<file path="src/rtl/iter_divider.sv">
// Multi-cycle restoring divider: one quotient bit per clock, done_o pulses WIDTH+1 cycles after accept.
// Optional macro ITER_DIVIDER_SIGNED_EN adds signed_i (MIPS DIV semantics); default build is unsigned only.
module iter_divider #(
    parameter int WIDTH = 32
) (
    input  logic             clk_i,
    input  logic             rst_i,
    input  logic             start_i,
    input  logic [WIDTH-1:0] dividend_i,
    input  logic [WIDTH-1:0] divisor_i,
`ifdef ITER_DIVIDER_SIGNED_EN
    input  logic             signed_i,
`endif
    output logic [WIDTH-1:0] quotient_o,
    output logic [WIDTH-1:0] remainder_o,
    output logic             busy_o,
    output logic             done_o,
    output logic             div_zero_o,
    output logic             zero_o
);

    localparam int CW = (WIDTH > 1) ? $clog2(WIDTH) : 1;

    typedef enum logic [1:0] {IDLE, CALC, DONE} state_t;

    state_t           state;
    state_t           state_nxt;
    logic [WIDTH-1:0] acc;
    logic [WIDTH-1:0] dvd;
    logic [WIDTH-1:0] dsr;
    logic [CW-1:0]    cnt;
    logic             last_step;
    logic [WIDTH:0]   acc_sh;
    logic [WIDTH:0]   trial;
    logic [WIDTH-1:0] acc_nxt;
    logic [WIDTH-1:0] dvd_nxt;
    logic [WIDTH-1:0] mag_a;
    logic [WIDTH-1:0] mag_b;
    logic [WIDTH-1:0] q_fin;
    logic [WIDTH-1:0] r_fin;

`ifdef ITER_DIVIDER_SIGNED_EN
    logic neg_q;
    logic neg_r;
    logic in_neg_a;
    logic in_neg_b;
`endif

    assign last_step = (cnt == CW'(WIDTH - 1));
    assign busy_o    = (state != IDLE);
    assign done_o    = (state == DONE);
    assign zero_o    = (quotient_o == '0);

    // One restoring step: acc stays below divisor, so WIDTH+1 bits hold the shifted value.
    always_comb begin
        acc_sh  = {acc, dvd[WIDTH-1]};
        trial   = acc_sh - {1'b0, dsr};
        acc_nxt = trial[WIDTH] ? acc_sh[WIDTH-1:0] : trial[WIDTH-1:0];
        dvd_nxt = {dvd[WIDTH-2:0], ~trial[WIDTH]};
    end

`ifdef ITER_DIVIDER_SIGNED_EN
    always_comb begin
        in_neg_a = signed_i & dividend_i[WIDTH-1];
        in_neg_b = signed_i & divisor_i[WIDTH-1];
        mag_a    = in_neg_a ? -dividend_i : dividend_i;
        mag_b    = in_neg_b ? -divisor_i : divisor_i;
        // Most-negative / -1 falls out naturally: magnitude 2^(W-1) negates to itself.
        q_fin    = neg_q ? -dvd_nxt : dvd_nxt;
        r_fin    = neg_r ? -acc_nxt : acc_nxt;
    end
`else
    always_comb begin
        mag_a = dividend_i;
        mag_b = divisor_i;
        q_fin = dvd_nxt;
        r_fin = acc_nxt;
    end
`endif

    always_ff @(posedge clk_i) begin
        if (rst_i) begin
            state <= IDLE;
        end else begin
            state <= state_nxt;
        end
    end

    always_comb begin
        state_nxt = state;
        case (state)
            IDLE: begin
                if (start_i) begin
                    state_nxt = (divisor_i == '0) ? DONE : CALC;
                end
            end
            CALC: begin
                if (last_step) begin
                    state_nxt = DONE;
                end
            end
            DONE:    state_nxt = IDLE;
            default: state_nxt = IDLE;
        endcase
    end

    always_ff @(posedge clk_i) begin
        if (rst_i) begin
            acc         <= '0;
            dvd         <= '0;
            dsr         <= '0;
            cnt         <= '0;
            quotient_o  <= '0;
            remainder_o <= '0;
            div_zero_o  <= 1'b0;
`ifdef ITER_DIVIDER_SIGNED_EN
            neg_q       <= 1'b0;
            neg_r       <= 1'b0;
`endif
        end else begin
            case (state)
                IDLE: begin
                    if (start_i) begin
                        if (divisor_i == '0) begin
                            quotient_o  <= '1;
                            remainder_o <= dividend_i;
                            div_zero_o  <= 1'b1;
                        end else begin
                            acc <= '0;
                            dvd <= mag_a;
                            dsr <= mag_b;
                            cnt <= '0;
`ifdef ITER_DIVIDER_SIGNED_EN
                            neg_q <= in_neg_a ^ in_neg_b;
                            neg_r <= in_neg_a;
`endif
                        end
                    end
                end
                CALC: begin
                    acc <= acc_nxt;
                    dvd <= dvd_nxt;
                    cnt <= cnt + 1'b1;
                    if (last_step) begin
                        quotient_o  <= q_fin;
                        remainder_o <= r_fin;
                        div_zero_o  <= 1'b0;
                    end
                end
                default: ;
            endcase
        end
    end

endmodule

</file>
<file path="config.mk">
export PLATFORM = sky130hd
export DESIGN_NAME = iter_divider
export DESIGN_NICKNAME = d
export VERILOG_FILES = /design/src/rtl/iter_divider.sv
export SDC_FILE = /design/constraint.sdc
export NUM_CORES = 1
export LEC_CHECK = 0
export CAP_MARGIN = 20
export CELL_PAD_IN_SITES_DETAIL_PLACEMENT = 0
export CELL_PAD_IN_SITES_GLOBAL_PLACEMENT = 1
export CORE_MARGIN = 4
export CORE_UTILIZATION = 25
export DETAILED_ROUTE_END_ITERATION = 6
export GPL_ROUTABILITY_DRIVEN = 0
export GPL_TIMING_DRIVEN = 0
export PLACE_DENSITY = 0.56
export SLEW_MARGIN = 20
export SYNTH_ARGS = -nofsm -noshare
export SYNTH_HDL_FRONTEND = slang
export SYNTH_SLANG_ARGS = --single-unit
</file>
<file path="constraint.sdc">
create_clock -name clk_i -period 4.7 [get_ports clk_i]
set_input_delay 0.94 -clock clk_i [delete_from_list [all_inputs] [get_ports clk_i]]
set_output_delay 0.94 -clock clk_i [all_outputs]
set_load 0.05 [all_outputs]
</file>
==> run_results.csv, run 1 <==
group,metric,value,unit
run_status,run_status,"completed",
synthesis,synthMostInstantiatedCell,"sky130_fd_sc_hd__nand2_1",
place,place.detailed.hpwl,26460,um
die,die-width,194.4,um
routing,wire_per_inst,18.56,um
routing,route.final.wire_length,32450,um
setup_path,worst_path_max_delay_cell,"sky130_fd_sc_hd__o21ai_1",
setup_path,worstSetupStartpointType,"flop",
sta,slew-limit-headroom,38.23,%
routing,routed_via_density,4.871,
sta,slew_violations,0,
synthesis,synth-seq-cells,168,
synthesis,synth_fp_nets,1229,
place,place_inst,1716,
cts,ctsHoldBuffers,0,
cts,cts_buffer_depth,2,
cts,postCtsResizedCells,0,
die,num_rows,68,
routing,route.vias.total,8514,
cts,path_clk_slew,0.08,ns
cts,cts_root_buf,"sky130_fd_sc_hd__clkbuf_16",
die,core-area,34370,um2
power_and_ir_drop,power.density_cell_area,384.3,nW/um2
finish,number_of_antenna_cells_inserted,0,
setup_path,critical_path_class,"reg2reg",
sta,rsz_0062_raised_after_global_routing,"false",
setup_path,setup.reg_to_reg.worst_slack,0.62,ns
global_routing,largest_net_degree_at_the_start_of_global_routing,19,
routing,drt_iter0_markers,516,
die,die_h,194.4,um
setup_path,crit_path_max_incr_delay,0.61,ns
synthesis,library_cell_with_the_largest_summed_area_after_synthesis,"sky130_fd_sc_hd__dfxtp_1",
routing,firstDrtPassIters,5,
sta,finalHoldViolations,0,
cts,cts_buf_count,17,
setup_path,cp.arrival,4.38,ns
synthesis,number_of_instances_in_the_synthesized_netlist,1127,
routing,route.antenna.remaining_nets,0,
synthesis,async_flop_share,0,%
global_routing,grt_pass1_vias,8414,
finish,finalNonFillerCells,1748,
synthesis,synth_seq_area_share,38.70,%
synthesis,synthesis.area,8690,um2
synthesis,syn_avg_cell_area,7.710,um2
synthesis,synth.area.top_cells,"sky130_fd_sc_hd__dfxtp_1, sky130_fd_sc_hd__nand2_1, sky130_fd_sc_hd__a311oi_1, sky130_fd_sc_hd__a21oi_1, sky130_fd_sc_hd__nor2_1",
setup_path,path_common_cell,"sky130_fd_sc_hd__o21ai_1",
sta,min_period_over_period,86.82,%
synthesis,synth_commonest_cells,"sky130_fd_sc_hd__nand2_1, sky130_fd_sc_hd__dfxtp_1, sky130_fd_sc_hd__nor2_1, sky130_fd_sc_hd__a21oi_1, sky130_fd_sc_hd__nor3_1",
power_and_ir_drop,ir_drop,0.2375,mV
global_routing,grt_pass1_wl,50270,um
routing,route.detailed.drc,0,
setup_path,crit_path_max_fanout,10,
sta,tightest_slew,0.9266,ns
cts,cts_tree,"done",
cts,clkSinkCount,168,
flow_run,timing.max_cap.violations,0,
place,number_of_buffer_cells_added_on_primary_ports,134,
global_routing,grt.total_usage,16.75,%
finish,synthToLayoutAreaGrowth,28.67,%
setup_path,setup.worst_path.end_class,"flop",
setup_path,critical_path.cell_chain,"inv_1, ha_1, fa_1, nand2b_1, a21oi_1, o21ai_1, a211oi_4, a2111oi_2, o21ai_1, nand2_2, buf_4, a31oi_1, a311oi_1",
finish,final.fill_count,3784,
finish,post-route-util,32.53,%
cts,clock_insertion_delay_worst_skew,0.44,ns
synthesis,post_synth_num_cell_types,63,
synthesis,synth-warning-count,0,
die,design.portCount,135,
synthesis,dominantRegCellSynth,"sky130_fd_sc_hd__dfxtp_1",
sta,clock_skew,0.01595,ns
power_and_ir_drop,p_leak,3.915,nW
setup_path,critPathRequiredTime,5.00,ns
sta,setup_violations,0,
cts,ctsHtreeMaxLevel,4,
die,initial_utilization,25.28,%
global_routing,grt_antenna_before_repair,0,
die,design.die.area,37810,um2
finish,final_net_count,1382,
synthesis,synth_edf_count,0,
sta,max_freq,245.1,MHz
sta,final_period_minus_worst_setup_slack,4.080,ns
cts,post_cts.repair.setup_buffers,0,
finish,post_route_cells_drive_above_1_share,4.563,%
sta,finalSetupTns,0,ns
synthesis,post-synth-top-area-fraction,38.70,%
global_routing,gr-total-overflow,0,
hold_path,hold_path_class,"reg2reg",
==> state kept, by name (all words and copies together) (netlist names) <==
signal       flops
acc             32
cnt              5
div_zero_o       1
dsr             32
dvd             32
quotient_o      32
remainder_o     32
state            2
==> worst max-delay path: cells and delay by family, from the launching register on <==
family	cells	cell delay, ns
compound gates	7	2.10
fa+ha+maj	2	0.63
buf+inv	2	0.34
flops	1	0.42
simple gates	2	0.46
==> logic make-up after synthesis <==
| group | after synthesis | synth area share, % |
|---|---|---|
| flops | 168 | 38.70 |
| fa+ha+maj | 35 | 5.126 |
| mux | 8 | 0.9791 |
| buf+inv | 116 | 5.371 |
| compound gates | 275 | 21.53 |
| simple gates | 495 | 25.27 |
| xor+xnor | 30 | 3.024 |
==> power by group <==
group	leakage, nW	internal (mW)	total (mW)	switching, mW
sequential	1.37	1.49	1.56	0.0665
combinational	2.27	0.496	1.33	0.830
clock	0.282	0.714	1.41	0.699
==> stage by stage <==
step	area [um2]	setup slack (ns)	hold WS [ns]	total power, mW
3_3_place_gp	10600	0.3673	0.4443	2.920
4_1_cts	11180	0.5559	0.4589	4.335
3_5_place_dp	10600	0.3600	0.4480	2.917
5_1_grt	11180	0.2842	0.4693	4.529
2_1_floorplan	8690	1.717	0.4363	2.502
6_report	11180	0.6197	0.4568	4.296
==> layout by cell type (no fill, tap or decap), types with 8 or more instances in the layout <==
master and instances:
sky130_fd_sc_hd__a21o_1 8, sky130_fd_sc_hd__a21oi_1 94, sky130_fd_sc_hd__a311oi_1 58, sky130_fd_sc_hd__a31oi_1 19, sky130_fd_sc_hd__clkbuf_1 62, sky130_fd_sc_hd__clkbuf_16 17, sky130_fd_sc_hd__clkdlybuf4s50_1 134, sky130_fd_sc_hd__dfxtp_1 168
sky130_fd_sc_hd__ha_1 34, sky130_fd_sc_hd__inv_1 38, sky130_fd_sc_hd__nand2_1 205, sky130_fd_sc_hd__nand2b_1 10, sky130_fd_sc_hd__nand3_1 13, sky130_fd_sc_hd__nand4_1 8, sky130_fd_sc_hd__nor2_1 118, sky130_fd_sc_hd__nor3_1 76
sky130_fd_sc_hd__nor4_1 32, sky130_fd_sc_hd__o21ai_0 35, sky130_fd_sc_hd__xnor2_1 13, sky130_fd_sc_hd__xor2_1 17
==> area by class of cell <==
type / instances / area (um2) / share of cell area (%)
clock inverters: 14 / 151.4 / 1.354
well taps: 455 / 569.3 / 5.092
plain buffers: 78 / 324.1 / 2.898
repair buffers: 134 / 1341 / 12.00
multi-input cells: 843 / 4860 / 43.46
clock buffers: 18 / 429.2 / 3.838
flip-flops and latches: 168 / 3363 / 30.08
inverters: 38 / 142.6 / 1.276
==> final timing paths <==
kind,startpoint,end,depth (start not counted)
hold / removal,dsr[29],dsr[29],2
setup / recovery,dvd[31],remainder_o[9],13
hold reg to reg,dsr[29],dsr[29],2
setup reg to reg,dvd[31],remainder_o[9],13
==> routing by layer <==
layer  vias to the layer above  part of all wire [%]  routed length (um)  track usage [%]
li1                       4342                     -                   -                -
met1                      3977                    50               16190            23.73
met2                       173                    46               14790            27.33
met3                        22                   3.5                1148            2.565
met4                         0                   1.0                 324            3.099
met5                         -                     0                   0                0
No activity file was read; power rests on OpenSTA's default activity.
==> run 2, diff against run 1 <==
--- a/config.mk
+++ b/config.mk
@@ -14,6 +14,7 @@
 export GPL_ROUTABILITY_DRIVEN = 0
 export GPL_TIMING_DRIVEN = 0
 export PLACE_DENSITY = 0.56
+export REMOVE_ABC_BUFFERS = 1
 export SLEW_MARGIN = 20
 export SYNTH_ARGS = -nofsm -noshare
 export SYNTH_HDL_FRONTEND = slang
==> run_results.csv, run 2 (synthesized netlist as in run 1, its figures left out) <==
group,metric,value,unit
run_status,run_status,"completed",
cts,cts_buffer_depth,2,
cts,clock_insertion_delay_worst_skew,0.44,ns
setup_path,cp-startpoint,"dvd[31]",
die,design.die.area,37810,um2
cts,ctsHoldBuffers,0,
global_routing,largest_net_degree_at_the_start_of_global_routing,112,
power_and_ir_drop,total_power,4.289,mW
cts,cts_buf_count,17,
power_and_ir_drop,ir_drop,0.2259,mV
die,num_rows,68,
place,number_of_buffer_cells_added_on_primary_ports,134,
setup_path,setup.reg_to_reg.worst_slack,0.35,ns
cts,cts_tree,"done",
setup_path,critical_path.cell_chain,"inv_1, ha_1, fa_1, nand2b_1, a21oi_1, o21ai_1, a211oi_4, a2111oi_2, o21ai_1, nand2_2, a31oi_1, a311oi_1",
sta,finalSetupTns,0,ns
setup_path,worstSetupStartpointType,"flop",
setup_path,crit_path_max_fanout,27,
die,die_h,194.4,um
die,core-area,34370,um2
cts,post_cts.repair.setup_buffers,0,
sta,max_freq,229.7,MHz
power_and_ir_drop,power.density_cell_area,382.9,nW/um2
finish,mostFrequentLayoutCell,"sky130_fd_sc_hd__nand2_1",
setup_path,r2r_cells,12,
sta,slew_violations,0,
routing,route.vias.total,8188,
global_routing,gr-total-overflow,0,
setup_path,timing.rr.start,"dvd[31]",
global_routing,grt.total_usage,15.27,%
place,place_inst,1649,
setup_path,path_common_cell,"sky130_fd_sc_hd__o21ai_1",
sta,min_period_over_period,92.63,%
setup_path,worst_r2r_endpoint,"remainder_o[12]",
setup_path,setup.worst_path.end,"remainder_o[12]",
sta,final_period_minus_worst_setup_slack,4.353,ns
power_and_ir_drop,p_leak,3.936,nW
place,place.detailed.hpwl,21770,um
routing,routed_via_density,4.871,
cts,postCtsResizedCells,0,
die,initial_utilization,25.28,%
sta,tightest_slew,0.9634,ns
setup_path,path_depth,12,
setup_path,critPathBufInv,1,
flow_run,timing.max_cap.violations,0,
setup_path,cp_top_family,"compound AO/OA/AOI/OAI gates",
finish,final_cell_area,11200,um2
finish,post-route-util,32.59,%
setup_path,worst_path_max_delay_cell,"sky130_fd_sc_hd__o21ai_1",
sta,finalHoldViolations,0,
cts,clkSinkCount,168,
finish,finalNonFillerCells,1681,
setup_path,crit_path_max_incr_delay,0.69,ns
die,design.portCount,135,
cts,path_clk_slew,0.07,ns
cts,cts_root_buf,"sky130_fd_sc_hd__clkbuf_16",
global_routing,grt_pass1_vias,8183,
routing,route.final.wire_length,29070,um
hold_path,hold_path_class,"reg2reg",
routing,route.antenna.remaining_nets,0,
routing,firstDrtPassIters,5,
setup_path,critPathRequiredTime,4.97,ns
sta,finalHoldWorstSlack,0.4533,ns
finish,post_route_cells_drive_above_1_share,5.546,%
die,die-width,194.4,um
sta,clock_skew,0.01183,ns
global_routing,grt_pass1_wl,47230,um
finish,synthToLayoutAreaGrowth,28.93,%
sta,fin_ws,0.3466,ns
cts,ctsHtreeMaxLevel,4,
sta,setup_violations,0,
setup_path,setup.worst_path.end_class,"flop",
routing,wire_per_inst,17.29,um
finish,final_net_count,1315,
sta,rsz_0062_raised_after_global_routing,"false",
routing,drt_iter0_markers,489,
setup_path,critical_path_class,"reg2reg",
finish,most-common-layout-cells,"sky130_fd_sc_hd__nand2_1, sky130_fd_sc_hd__dfxtp_1, sky130_fd_sc_hd__clkdlybuf4s50_1, sky130_fd_sc_hd__nor2_1, sky130_fd_sc_hd__a21oi_1",
sta,slew-limit-headroom,35.77,%
place,dp_slack,0.2061,ns
routing,route.detailed.drc,0,
finish,number_of_antenna_cells_inserted,0,
setup_path,cp.arrival,4.63,ns
global_routing,grt_antenna_before_repair,0,
place,dpl_cell_area,10610,um2
==> run 2: cell types whose count changed in the layout (fill, tap and decap cells not counted), moves of 3 or more <==
cell | before | now
sky130_fd_sc_hd__buf_12 | 0 | 3
sky130_fd_sc_hd__buf_2 | 4 | 0
sky130_fd_sc_hd__buf_16 | 0 | 8
sky130_fd_sc_hd__clkbuf_1 | 62 | 0
sky130_fd_sc_hd__buf_4 | 5 | 0
sky130_fd_sc_hd__inv_6 | 2 | 5
sky130_fd_sc_hd__inv_8 | 6 | 0
sky130_fd_sc_hd__buf_1 | 7 | 0
==> run 2: power breakdown <==
part	total (mW)	switching, mW	internal [mW]
sequential	1.55	0.0612	1.49
combinational	1.29	0.802	0.484
clock	1.45	0.657	0.794
total	4.29	1.52	2.77
==> run 2: layout make-up <==
type | count | area (um2)
well taps | 455 | 569.3
clock buffers | 17 | 425.4
inverters | 38 | 142.6
fillers | 3752 | 23170
flip-flops and latches | 168 | 3363
repair buffers | 145 | 1627
multi-input cells | 843 | 4910
clock inverters | 15 | 166.4
==> run 2: worst reg2reg max path: stages, from the launching register on <==
cell and delay [ns]:
sky130_fd_sc_hd__dfxtp_1 0.36, sky130_fd_sc_hd__inv_1 0.05, sky130_fd_sc_hd__ha_1 0.22, sky130_fd_sc_hd__fa_1 0.41, sky130_fd_sc_hd__nand2b_1 0.18, sky130_fd_sc_hd__a21oi_1 0.23
sky130_fd_sc_hd__o21ai_1 0.22, sky130_fd_sc_hd__a211oi_4 0.39, sky130_fd_sc_hd__a2111oi_2 0.16, sky130_fd_sc_hd__o21ai_1 0.69, sky130_fd_sc_hd__nand2_2 0.57, sky130_fd_sc_hd__a31oi_1 0.56
sky130_fd_sc_hd__a311oi_1 0.15
==> run 2: layer usage <==
metal | wire length (um) | track usage (%)
met1 | 14860 | 22.07
met2 | 12850 | 23.64
met3 | 1105 | 3.068
met4 | 250 | 3.203
met5 | 0 | 0
==> run 2: worst min path at each step <==
stage / depth (start not counted) / to / startpoint / slack [ns]
CTS: 2 / dsr[19] / dsr[19] / 0.46
global route: 2 / dsr[25] / dsr[25] / 0.48
global placement: 2 / dsr[5] / dsr[5] / 0.44
floorplan: 2 / dsr[10] / dsr[10] / 0.43
finish: 2 / dsr[23] / dsr[23] / 0.45
detailed placement: 2 / dsr[19] / dsr[19] / 0.45
==> run 3, diff against run 2 <==
--- a/config.mk
+++ b/config.mk
@@ -9,11 +9,11 @@
 export CELL_PAD_IN_SITES_DETAIL_PLACEMENT = 0
 export CELL_PAD_IN_SITES_GLOBAL_PLACEMENT = 1
 export CORE_MARGIN = 4
-export CORE_UTILIZATION = 25
+export CORE_UTILIZATION = 40
 export DETAILED_ROUTE_END_ITERATION = 6
 export GPL_ROUTABILITY_DRIVEN = 0
 export GPL_TIMING_DRIVEN = 0
-export PLACE_DENSITY = 0.56
+export PLACE_DENSITY = 0.82
 export REMOVE_ABC_BUFFERS = 1
 export SLEW_MARGIN = 20
 export SYNTH_ARGS = -nofsm -noshare
==> constraint.sdc (replaced) <==
create_clock -name clk_i -period 4.91 [get_ports clk_i]
set_input_delay 0.982 -clock clk_i [delete_from_list [all_inputs] [get_ports clk_i]]
set_output_delay 0.982 -clock clk_i [all_outputs]
set_load 0.05 [all_outputs]
==> run_results.csv, run 3 (synthesized netlist as in run 1, its figures left out) <==
group,metric,value,unit
global_routing,largest_net_degree_at_the_start_of_global_routing,109,
setup_path,crit_path_max_incr_delay,0.67,ns
setup_path,cp-startpoint,"dvd[31]",
sta,tightest_slew,0.9524,ns
finish,final_net_count,1313,
cts,cts_buffer_depth,2,
place,dp_slack,0.3784,ns
setup_path,crit_path_max_fanout,27,
place,dpl_cell_area,10320,um2
routing,firstDrtPassIters,5,
cts,ctsHtreeMaxLevel,4,
finish,number_of_antenna_cells_inserted,0,
sta,clock_skew,0.01179,ns
sta,max_freq,236.8,MHz
cts,post_cts.repair.setup_buffers,0,
finish,multi_input_area,4910,um2
setup_path,r2r_cells,12,
cts,cts_tree,"done",
finish,post_route_cells_drive_above_1_share,4.984,%
die,num_rows,53,
die,initial_utilization,40.95,%
routing,route.vias.total,8308,
die,core-area,21220,um2
flow_run,timing.max_cap.violations,0,
cts,clkSinkCount,168,
global_routing,grt_pass1_wl,40750,um
power_and_ir_drop,p_leak,3.895,nW
setup_path,critPathRequiredTime,5.19,ns
cts,cts_root_buf,"sky130_fd_sc_hd__clkbuf_16",
sta,slew_violations,0,
sta,finalHoldViolations,0,
setup_path,path_common_cell,"sky130_fd_sc_hd__o21ai_1",
setup_path,setup.worst_path.end,"remainder_o[11]",
sta,final_period_minus_worst_setup_slack,4.223,ns
cts,cts_buf_count,17,
place,place.detailed.hpwl,18100,um
finish,synthToLayoutAreaGrowth,25.41,%
sta,finalSetupTns,0,ns
routing,routed_via_density,5.542,
finish,finalNonFillerCells,1499,
global_routing,grt_pass1_vias,7786,
setup_path,critical_path_class,"reg2reg",
sta,rsz_0062_raised_after_global_routing,"false",
die,design.portCount,135,
setup_path,worst_path_max_delay_cell,"sky130_fd_sc_hd__o21ai_1",
cts,ctsHoldBuffers,0,
routing,route.final.wire_length,24790,um
sta,slew-limit-headroom,36.50,%
cts,path_clk_slew,0.06,ns
cts,clock_insertion_delay_worst_skew,0.43,ns
global_routing,grt_antenna_before_repair,0,
setup_path,cp.arrival,4.50,ns
finish,seq_area,3363,um2
sta,min_period_over_period,86.01,%
place,number_of_buffer_cells_added_on_primary_ports,134,
setup_path,worst_r2r_endpoint,"remainder_o[11]",
sta,finalHoldWorstSlack,0.4553,ns
die,design.die.area,24150,um2
finish,final_cell_area,10900,um2
die,die-width,155.4,um
setup_path,setup.reg_to_reg.worst_slack,0.69,ns
place,place_inst,1467,
sta,fin_ws,0.6868,ns
sta,setup_violations,0,
run_status,run_status,"completed",
finish,final.fill_count,2130,
finish,most-common-layout-cells,"sky130_fd_sc_hd__nand2_1, sky130_fd_sc_hd__dfxtp_1, sky130_fd_sc_hd__clkdlybuf4s50_1, sky130_fd_sc_hd__nor2_1, sky130_fd_sc_hd__a21oi_1",
routing,wire_per_inst,16.54,um
routing,route.detailed.drc,0,
die,die_h,155.4,um
setup_path,critical_path.cell_chain,"inv_1, ha_1, fa_1, nand2b_1, a21oi_1, o21ai_1, a211oi_4, a2111oi_2, o21ai_1, nand2_2, a31oi_1, a311oi_1",
power_and_ir_drop,ir_drop,0.1685,mV
finish,mostFrequentLayoutCell,"sky130_fd_sc_hd__nand2_1",
setup_path,timing.rr.start,"dvd[31]",
power_and_ir_drop,power.density_cell_area,368.7,nW/um2
cts,postCtsResizedCells,0,
hold_path,hold_path_class,"reg2reg",
routing,route.antenna.remaining_nets,0,
global_routing,grt.total_usage,20.41,%
setup_path,setup.worst_path.end_class,"flop",
global_routing,gr-total-overflow,0,
routing,drt_iter0_markers,656,
setup_path,worstSetupStartpointType,"flop",
==> run 3: layout make-up <==
| class | instances | area share, % |
|---|---|---|
| multi-input cells | 843 | 45.05 |
| well taps | 275 | 3.157 |
| flip-flops and latches | 168 | 30.86 |
| clock inverters | 9 | 1.068 |
| repair buffers | 143 | 14.35 |
| inverters | 38 | 1.309 |
| clock buffers | 23 | 4.202 |
==> run 3: power by group <==
part	leakage (nW)	switching, mW	total [mW]	internal [mW]
registers	1.37	0.0563	1.48	1.43
logic	2.26	0.746	1.20	0.459
clock network	0.270	0.561	1.33	0.768
total	3.90	1.36	4.02	2.66
==> run 3: worst min-delay path by stage <==
stage / start / endpoint / depth (start not counted)
6_report: dsr[23] / dsr[23] / 2
5_1_grt: dsr[2] / dsr[2] / 2
4_1_cts: dsr[23] / dsr[23] / 2
3_5_place_dp: dsr[23] / dsr[23] / 2
3_3_place_gp: dsr[7] / dsr[7] / 2
2_1_floorplan: dsr[10] / dsr[10] / 2
==> run 3: per-layer routing <==
layer / GRT usage [%] / share of wire, %
met1: 29.87 / 50
met5: 0 / 0
met2: 31.01 / 43
met3: 3.700 / 6.3
met4: 5.211 / 1.4
==> run 3: metrics by stage <==
stage,util [%],total power [mW]
after floorplan,-,2.342
after global placement,47.36,2.684
after detailed placement,48.65,2.700
after CTS,51.36,4.034
after global routing,51.36,4.230
final,51.36,4.019
==> run 3: worst max-delay path: cells and delay by family (launching register included) <==
family / cells / cell delay (ns)
AO/OA/AOI/OAI: 7 / 2.30
AND/OR/NAND/NOR: 2 / 0.74
adder cells (fa/ha/maj): 2 / 0.61
flip-flops: 1 / 0.35
buffers and inverters: 1 / 0.05
